[config.mk]
export PLATFORM = sky130hd
export DESIGN_NAME = match_fifo
export DESIGN_NICKNAME = d
export VERILOG_FILES = /design/src/rtl/match_fifo.sv
export SDC_FILE = /design/constraint.sdc
export NUM_CORES = 2
export LEC_CHECK = 0
export ABC_AREA = 1
export BUFFER_PORTS_ARGS = -buffer_cell sky130_fd_sc_hd__buf_2
export CAP_MARGIN = 20
export CORE_MARGIN = 5
export CORE_UTILIZATION = 60
export CTS_BUF_LIST = sky130_fd_sc_hd__clkbuf_8
export DETAILED_ROUTE_END_ITERATION = 8
export GPL_ROUTABILITY_DRIVEN = 0
export PLACE_DENSITY = 0.78
export SLEW_MARGIN = 20
export SYNTH_ARGS = -nofsm -noshare
export SYNTH_HDL_FRONTEND = slang
export SYNTH_SLANG_ARGS = --single-unit
[constraint.sdc]
create_clock -name clk -period 24.6 [get_ports clk]
set_clock_uncertainty 0.2 [all_clocks]
set_input_delay 2.46 -clock clk [delete_from_list [all_inputs] [get_ports clk]]
set_output_delay 2.46 -clock clk [all_outputs]
set_load 0.02 [all_outputs]
[src/rtl/match_fifo.sv]
// Multi-lane hash matcher: compares each lane against a masked target,
// queues the lowest-index hit (or a forced sample) and serialises records on request.
module match_fifo #(
    parameter int LANES    = 4,
    parameter int WIDTH    = 32,
    parameter int TAG_BITS = 16,
    parameter int DEPTH    = 16
) (
    input  logic                      clk,
    input  logic                      rst,
    input  logic [LANES-1:0]          lane_valid,
    input  logic [LANES*WIDTH-1:0]    lane_hash,
    input  logic [LANES*TAG_BITS-1:0] lane_tag,
    input  logic                      cfg_we,
    input  logic [WIDTH-1:0]          cfg_target,
    input  logic [$clog2(WIDTH+1)-1:0] cfg_mask_bits,
    input  logic                      sample,
    input  logic                      rd_req,
    output logic                      rd_bit,
    output logic                      busy,
    output logic                      empty,
    output logic [15:0]               drop_count
);

    localparam int LB    = (LANES > 1) ? $clog2(LANES) : 1;
    localparam int REC_W = 1 + LB + TAG_BITS + WIDTH;
    localparam int MB    = $clog2(WIDTH + 1);
    localparam int AW    = $clog2(DEPTH);
    localparam int CW    = $clog2(REC_W);
    localparam int NW    = $clog2(LANES + 1);

    typedef enum logic [1:0] {IDLE, LOAD, SHIFT} state_t;

    // Top-n-bits mask; counts beyond WIDTH saturate to a full mask.
    function automatic logic [WIDTH-1:0] mask_of(input logic [MB-1:0] n);
        logic [MB-1:0] c;
        c = (n > MB'(WIDTH)) ? MB'(WIDTH) : n;
        return ~({WIDTH{1'b1}} >> c);
    endfunction

    logic [WIDTH-1:0]          target;
    logic [WIDTH-1:0]          mask;
    logic [LANES-1:0]          hit_c;
    logic [LANES-1:0]          s1_hit;
    logic [LANES*WIDTH-1:0]    s1_hash;
    logic [LANES*TAG_BITS-1:0] s1_tag;
    logic                      s1_sample;

    logic [LB-1:0]    win;
    logic             found;
    logic [NW-1:0]    nhits;
    logic             wr_req;
    logic             wr_ok;
    logic             pop;
    logic             full;
    logic [REC_W-1:0] rec;
    logic [16:0]      lost;
    logic [16:0]      drop_sum;

    logic [REC_W-1:0] mem [DEPTH];
    logic [AW:0]      wptr;
    logic [AW:0]      rptr;

    state_t           state;
    logic [REC_W-1:0] pop_rec;
    logic [REC_W-1:0] shreg;
    logic [CW-1:0]    cnt;

    assign empty = (wptr == rptr);
    assign full  = (wptr[AW] != rptr[AW]) && (wptr[AW-1:0] == rptr[AW-1:0]);
    assign pop   = (state == IDLE) && rd_req && !empty && !busy;
    assign wr_ok = wr_req && (!full || pop);

    // Match target and mask, loaded from the config port.
    always_ff @(posedge clk or posedge rst) begin
        if (rst) begin
            target <= '0;
            mask   <= '1;
        end else if (cfg_we) begin
            target <= cfg_target;
            mask   <= mask_of(cfg_mask_bits);
        end
    end

    // Per-lane masked compare against the current target.
    always_comb begin
        hit_c = '0;
        for (int i = 0; i < LANES; i++) begin
            hit_c[i] = lane_valid[i] &&
                (((lane_hash[i*WIDTH +: WIDTH] ^ target) & mask) == '0);
        end
    end

    // Stage 1: register hits with their hash, tag and sample request.
    always_ff @(posedge clk or posedge rst) begin
        if (rst) begin
            s1_hit    <= '0;
            s1_hash   <= '0;
            s1_tag    <= '0;
            s1_sample <= 1'b0;
        end else begin
            s1_hit    <= hit_c;
            s1_hash   <= lane_hash;
            s1_tag    <= lane_tag;
            s1_sample <= sample;
        end
    end

    // Stage 2: priority pick, record assembly and loss accounting.
    always_comb begin
        win   = '0;
        found = 1'b0;
        nhits = '0;
        for (int i = 0; i < LANES; i++) begin
            if (s1_hit[i]) begin
                nhits = nhits + NW'(1);
                if (!found) begin
                    win   = LB'(i);
                    found = 1'b1;
                end
            end
        end
        wr_req = found || s1_sample;
        rec = {s1_sample, win,
               s1_tag[int'(win)*TAG_BITS +: TAG_BITS],
               s1_hash[int'(win)*WIDTH +: WIDTH]};
        lost = '0;
        if (found) lost = 17'(nhits) - 17'd1;
        if (wr_req && !wr_ok) lost = lost + 17'd1;
        drop_sum = {1'b0, drop_count} + lost;
    end

    // Write pointer and saturating loss counter.
    always_ff @(posedge clk or posedge rst) begin
        if (rst) begin
            wptr       <= '0;
            drop_count <= '0;
        end else begin
            if (wr_ok) wptr <= wptr + 1'b1;
            drop_count <= drop_sum[16] ? 16'hFFFF : drop_sum[15:0];
        end
    end

    // Record storage; no reset needed, validity comes from the pointers.
    always_ff @(posedge clk) begin
        if (wr_ok) mem[wptr[AW-1:0]] <= rec;
    end

    // Readout FSM: pop, load shifter, then shift out LSB first.
    always_ff @(posedge clk or posedge rst) begin
        if (rst) begin
            state   <= IDLE;
            rptr    <= '0;
            pop_rec <= '0;
            shreg   <= '0;
            cnt     <= '0;
            busy    <= 1'b0;
            rd_bit  <= 1'b0;
        end else begin
            unique case (state)
                IDLE: begin
                    if (pop) begin
                        pop_rec <= mem[rptr[AW-1:0]];
                        rptr    <= rptr + 1'b1;
                        state   <= LOAD;
                    end
                end
                LOAD: begin
                    shreg  <= pop_rec;
                    rd_bit <= pop_rec[0];
                    busy   <= 1'b1;
                    cnt    <= '0;
                    state  <= SHIFT;
                end
                SHIFT: begin
                    if (cnt == CW'(REC_W - 1)) begin
                        busy   <= 1'b0;
                        rd_bit <= 1'b0;
                        state  <= IDLE;
                    end else begin
                        shreg  <= shreg >> 1;
                        rd_bit <= shreg[1];
                        cnt    <= cnt + 1'b1;
                    end
                end
                default: state <= IDLE;
            endcase
        end
    end

endmodule

# [Yosys cells after proc, flatten, opt, wreduce, memory -nomap -nowiden]
# Memory sizes are Yosys's and may differ from the RTL's. A register that Yosys moved wholly into a read port is not among the register bits.
# Index checks and enable logic that the tools add are counted.
[classes] addsub=9 magnitude_cmp=1 n_eq_ne=9 n_shift=3 n_mux=31 bitwise=9 reduce_logical=26
[op_table] cell="$and A32 B32 Y32" count=4
[op_table] cell="$logic_not A32 Y1" count=4
[op_table] cell="$shiftx A128 B8 Y32" count=1
[op_table] cell="$xor A32 B32 Y32" count=4
[op_table] cell="$pmux W51 S2" count=1
[op_table] cell="$shiftx A64 B7 Y16" count=1
[op_table] cell="$mux W51" count=1
[op_table] cell="$mux W17" count=2
[op_table] cell="$not A32 Y32" count=1
[op_table] cell="$shr A32 B6 Y32 const A" count=1
[op_table] cell="$add A16 B17 Y17" count=1
[op_table] cell="$add A17 B1 Y17 const B" count=1
[op_table] cell="$mux W16" count=1
[op_table] cell="$mux W2" count=6
[op_table] cell="$mux W6" count=2
[op_table] cell="$pmux W6 S2" count=1
[op_table] cell="$mux W1" count=11
[op_table] cell="$add A5 B1 Y5 const B" count=2
[op_table] cell="$logic_and A1 B1 Y1" count=10
[op_table] cell="$add A3 B1 Y3 const B" count=3
[op_table] cell="$mux W3" count=3
[op_table] cell="$reduce_and A2 Y1" count=4
[op_table] cell="$add A6 B1 Y6 const B" count=1
[op_table] cell="$eq A6 B6 Y1 const B" count=1
[op_table] cell="14 further kinds" count=21
[word_totals] reg_bits=348 ramBits=816 memories=1
[mem_list] name="mem" depth=16 width=51 read_ports=1 rd_clocked_by_memory_dff=1 write_ports=1 line_no="60" source="logic [REC_W-1:0] mem [DEPTH];"

# [Depth between registers and ports, before layout]
[depth] word_depth=13 mapped_depth=32 ltp_nobuf=32

# [Worst setup path before layout]
# OpenSTA, ideal clock, no wires.
[synth_path] path_type="input port to flip-flop" from="input rd_req" to="memory mem[0][0] in the netlist's numbering (enable)" setup_time_ps=460 t_arrival_ps=5410 t_required_ps=23940 path_slack_ps=18530 stages=8 n_path_buf=0 path_cell_list="nand2_1 > nor2_1 > nor2_1 > nand2_1 > nand2_1 > inv_1 > nand2_1 > nor2_1"
[synth_between] elab_chain_len=7
[synth_lines] element="from (decl)" line_no="18" source="input logic rd_req,"
[synth_lines] element="$logic_and A1 B1 Y1 (3 in a row)" line_no="71" source="assign pop = (state == IDLE) && rd_req && !empty && !busy;"
[synth_lines] element="$logic_or A1 B1 Y1" line_no="72" source="assign wr_ok = wr_req && (!full || pop);"
[synth_lines] element="$logic_and A1 B1 Y1" line_no="72"
[synth_lines] element="$mux W1" line_no="146" source="if (wr_ok) mem[wptr[AW-1:0]] <= rec;"
[synth_lines] element="$mux W1 (implied by the code)" line_no="146"
[synth_lines] element="to (decl)" line_no="60"
# Every way passes these cells.

# [Final worst setup path]
[layout_path] from="register rptr[2]" to="output empty"
[layout_between] elab_chain_len=1
[layout_lines] element="from (decl)" line_no="62" source="logic [AW:0] rptr;"
[layout_lines] element="from (signal assigned)" line_no="164" source="rptr <= rptr + 1'b1;"
[layout_lines] element="$eq A5 B5 Y1" line_no="69" source="assign empty = (wptr == rptr);"
[layout_lines] element="to (decl)" line_no="21" source="output logic empty,"
# Every way passes these cells.

==> summary.md <==
| Metric | Value |
|---|---|
| DIE AREA | 89,600 um^2 |
| Asr flop ratio synth | 32.8% |
| #FFs+latches synth | 1,214 |
| # port buffers | 257 |
| Total power | 5.93 mW |
| Post-synthesis cell type count | 49 |
| DRC | 0 |
| Vias in the first global route | 35,300 |
| GRT Total Usage | 28.8% |
| Clock sinks | 1,214 |
| Num CTS Buffers | 184 |
| Area delta synth->final | 11.9% |
| Max stage delay cell, worst path | buf_4 |
| Pins over their slew limit | 0 |
| Status | finished clean |
| Setup crit end kind | output pin |
| Fin crit share | 21.6% |
| Worst-skew pair later-pin latency | 0.85 ns |
| CP delay by family, top | buffers and inverters |
| Worst-path cell chain | buf_4 -> inv_2 -> nand2_1 -> nand2_1 -> inv_1 -> nand2_1 -> nor2_4 -> nand2_2 -> inv_1 -> buf_2 |
| Critical path class | flop to output pin |
| Minimum clock period | 5.32 ns |
| Int Pwr | 3.76 mW |
| R2R Path End | drop_count[2]$_DFF_PP0_ |
| Pwr/cell area | 105 nW/um^2 |
| Required time of the critical path | 21.94 ns |
| Standard-cell rows | 106 |
| Largest net degree at the start of global routing | 205 |
| Combinational cell fraction of total power | 29.4% |
| Slew @ Worst Pin | 1.17 ns |
| WP data arrival | 2.66 ns |
| Hold WS | 0.295 ns |
| Post-synth net total | 4,851 |
| Starting Density | 60.3% |
| Final non-filler cell total | 6,062 |
| Worst R2R Setup Slack | 19.29 ns |
| DR vias | 36,000 |
| DR vias/cell | 5.94 |
| Final setup violation count | 0 |
| Unrepaired setup endpoints after global routing | false |
| Hold Path Cell Cnt | 2 |
| Worst-path clk slew | 0.06 ns |
| Crit path max fanout | 57 |
| Startpoint Class | flop |
| Synth Instances | 4,574 |
| Remaining global-route overflow | 0 |
| Die Ht | 299 um |
| Syn. warnings | 0 |
| Initial DRC Count | 4,505 |
| Synthesized cell area | 50,200 um^2 |
| Hold WC Path Type | flop to flop |
| Fmax | 188 MHz |
| Reg power frac | 44.3% |
| Number of synthesized flops with an enable pin | 816 |
| Max incr delay on CP | 0.65 ns |
| Core area | 83,300 um^2 |
| Reg-to-Reg Start | rptr[0]$_DFFE_PP0P_ |
| Mapped Avg Cell Area | 11.0 um^2 |
| Fraction of layout cells with a size suffix above 1 | 14.6% |
| Max clock buf depth | 3 |
| Top-level I/O count | 258 |
| Slew HR | 22.3% |
| Final Hold Viols | 0 |
| Avg WL per Cell | 21.4 um |
| Routed wire length | 130,000 um |
| Sequential fraction of the synthesis area | 68.7% |
| Max VDD drop | 0.000102 V |
| Sw power | 2.17 mW |
| Clk root buf | clkbuf_8 |
| Drt pass-1 iters | 6 |
| H-tree lvl count | 4 |
| Nets | 5,101 |
| Inst Count DP | 5,718 |
| # Post-CTS Setup Buffers | 0 |
| CP Capture Point | empty |
| Die span in x | 299 um |
| Initial antenna violation count | 8 |
| Most common cell after layout, fill and taps aside | nor2_1 |
| Most frequent cells in the layout | nor2_1, edfxtp_1, nand2_1 |
| Leakage | 22.1 nW |
| Clock share of power | 26.3% |
| Max Cap Viol | 0 |
| First-pass GRT wire length | 201,000 um |
| Final ANT Viol Nets | 0 |
| Crit path buf inv count | 5 |
| Crit-path most repeated cell | nand2_1 |
| Prevailing post-synth register cell | edfxtp_1 |
| CTS tree | done |
| Post-CTS Hold Buffers | 0 |
| Switching part of the total | 36.6% |
| Register-to-Register Path Depth | 18 |
| Post-CTS resize count | 0 |
| CP Launch Point | rptr[2]$_DFFE_PP0P_ |
| HPWL Detailed | 80,000 um |
| Crit. path cell count | 10 |
| Setup_tns | 0 ns |
## synth_stat cells (all sizes together), types with 9 or more instances
cell,count,share of area (%)
nand3,138,1.5
a31oi,50,0.62
edfxtp,816,49
dfstp,32,1.7
o32ai,48,0.84
nand2,699,5.3
xnor2,11,0.19
nor3,10,0.11
ha,37,0.92
o21ai,569,5.7
o22ai,85,1.1
dfrtp,366,18
clkbuf,160,1.2
o211ai,106,1.6
buf,110,1.4
nand4,9,0.15
inv,150,1.1
xor2,23,0.40
a21oi,100,1.0
or2,25,0.31
nor2,1009,7.6
## logic make-up (layout without fill, tap and decap cells)
family / Yosys count / in the layout / synth area share, %
AOI/OAI and AO/OA: 976 / 976 / 11.0
xor gates and xnor gates: 34 / 34 / 0.593
adders and majority gates: 38 / 38 / 0.961
buffers and inverters: 421 / 825 / 3.72
DFF: 1214 / 1214 / 68.7
other: 0 / 4 / 0
and+or+nand+nor: 1891 / 1891 / 15.0
## sequential cells by signal (all words and copies together) (netlist names)
name        flops
cnt             6
s1_hash       128
s1_sample       1
mem           816
wptr            5
s1_tag         64
s1_hit          4
shreg          50
target         32
rptr            5
state           2
rd_bit          1
pop_rec        51
busy            1
drop_count     16
mask           32
## stage by stage
step / util [%] / setup WS, ns / area [um^2]
after floorplan: - / 10.93 / 50200
after global placement: 63.2 / 18.90 / 52700
after detailed placement: 63.3 / 18.87 / 52700
after CTS: 67.5 / 19.22 / 56200
after global routing: 67.5 / 18.87 / 56200
final: 67.5 / 19.28 / 56200
## per-layer routing
metal | vias up | GRT usage [%] | part of all wire [%]
met4 | 4 | 10.9 | 3.5
met3 | 286 | 6.29 | 10
met5 | - | 0 | 0.021
met1 | 17300 | 40.0 | 39
met2 | 2047 | 45.5 | 47
li1 | 16400 | - | -
## how the worst min path moves through the flow
stage                              start                    to  slack [ns]
floorplan            rptr[4]$_DFFE_PP0P_   rptr[4]$_DFFE_PP0P_        0.26
global placement    mask[16]$_DFFE_PP1P_  mask[16]$_DFFE_PP1P_        0.28
detailed placement   wptr[4]$_DFFE_PP0P_   wptr[4]$_DFFE_PP0P_        0.28
CTS                  wptr[4]$_DFFE_PP0P_   wptr[4]$_DFFE_PP0P_        0.29
global route         wptr[4]$_DFFE_PP0P_   wptr[4]$_DFFE_PP0P_        0.31
finish              mask[16]$_DFFE_PP1P_  mask[16]$_DFFE_PP1P_        0.29
## power by group through the flow
stage	Clock [mW]	Sequential, mW	Combinational [mW]
2_1_floorplan	0	2.59	1.27
3_3_place_gp	0	2.65	1.67
3_5_place_dp	0	2.66	1.72
4_1_cts	1.57	2.62	1.73
5_1_grt	1.68	2.65	1.94
6_report	1.56	2.63	1.74
## layout make-up
type / count / area (um^2)
sequential: 1214 / 34500
fill: 5914 / 27100
multi-input combinational: 2939 / 14400
clock buffer: 206 / 2840
timing repair buffer: 334 / 1910
tap: 1080 / 1350
clock inverter: 134 / 674
inverter: 151 / 591
antenna: 4 / 10.0
## worst reg2reg max path: stages, from the launching register on
cell and delay [ns]:
dfrtp_4 0.86, buf_4 0.85, clkinv_8 0.61, nand2_1 0.31, nand2_1 0.08, nor2_2 0.14, nand4_4 0.18, xnor2_1 0.24
ha_1 0.22, inv_1 0.07, fa_1 0.42, inv_1 0.08, nand2_1 0.06, nand2_1 0.12, nand3_1 0.08, nand2_1 0.13
a21oi_1 0.13, nand3_4 0.27, nand3_1 0.12
Power figures use the tool's default switching activity.
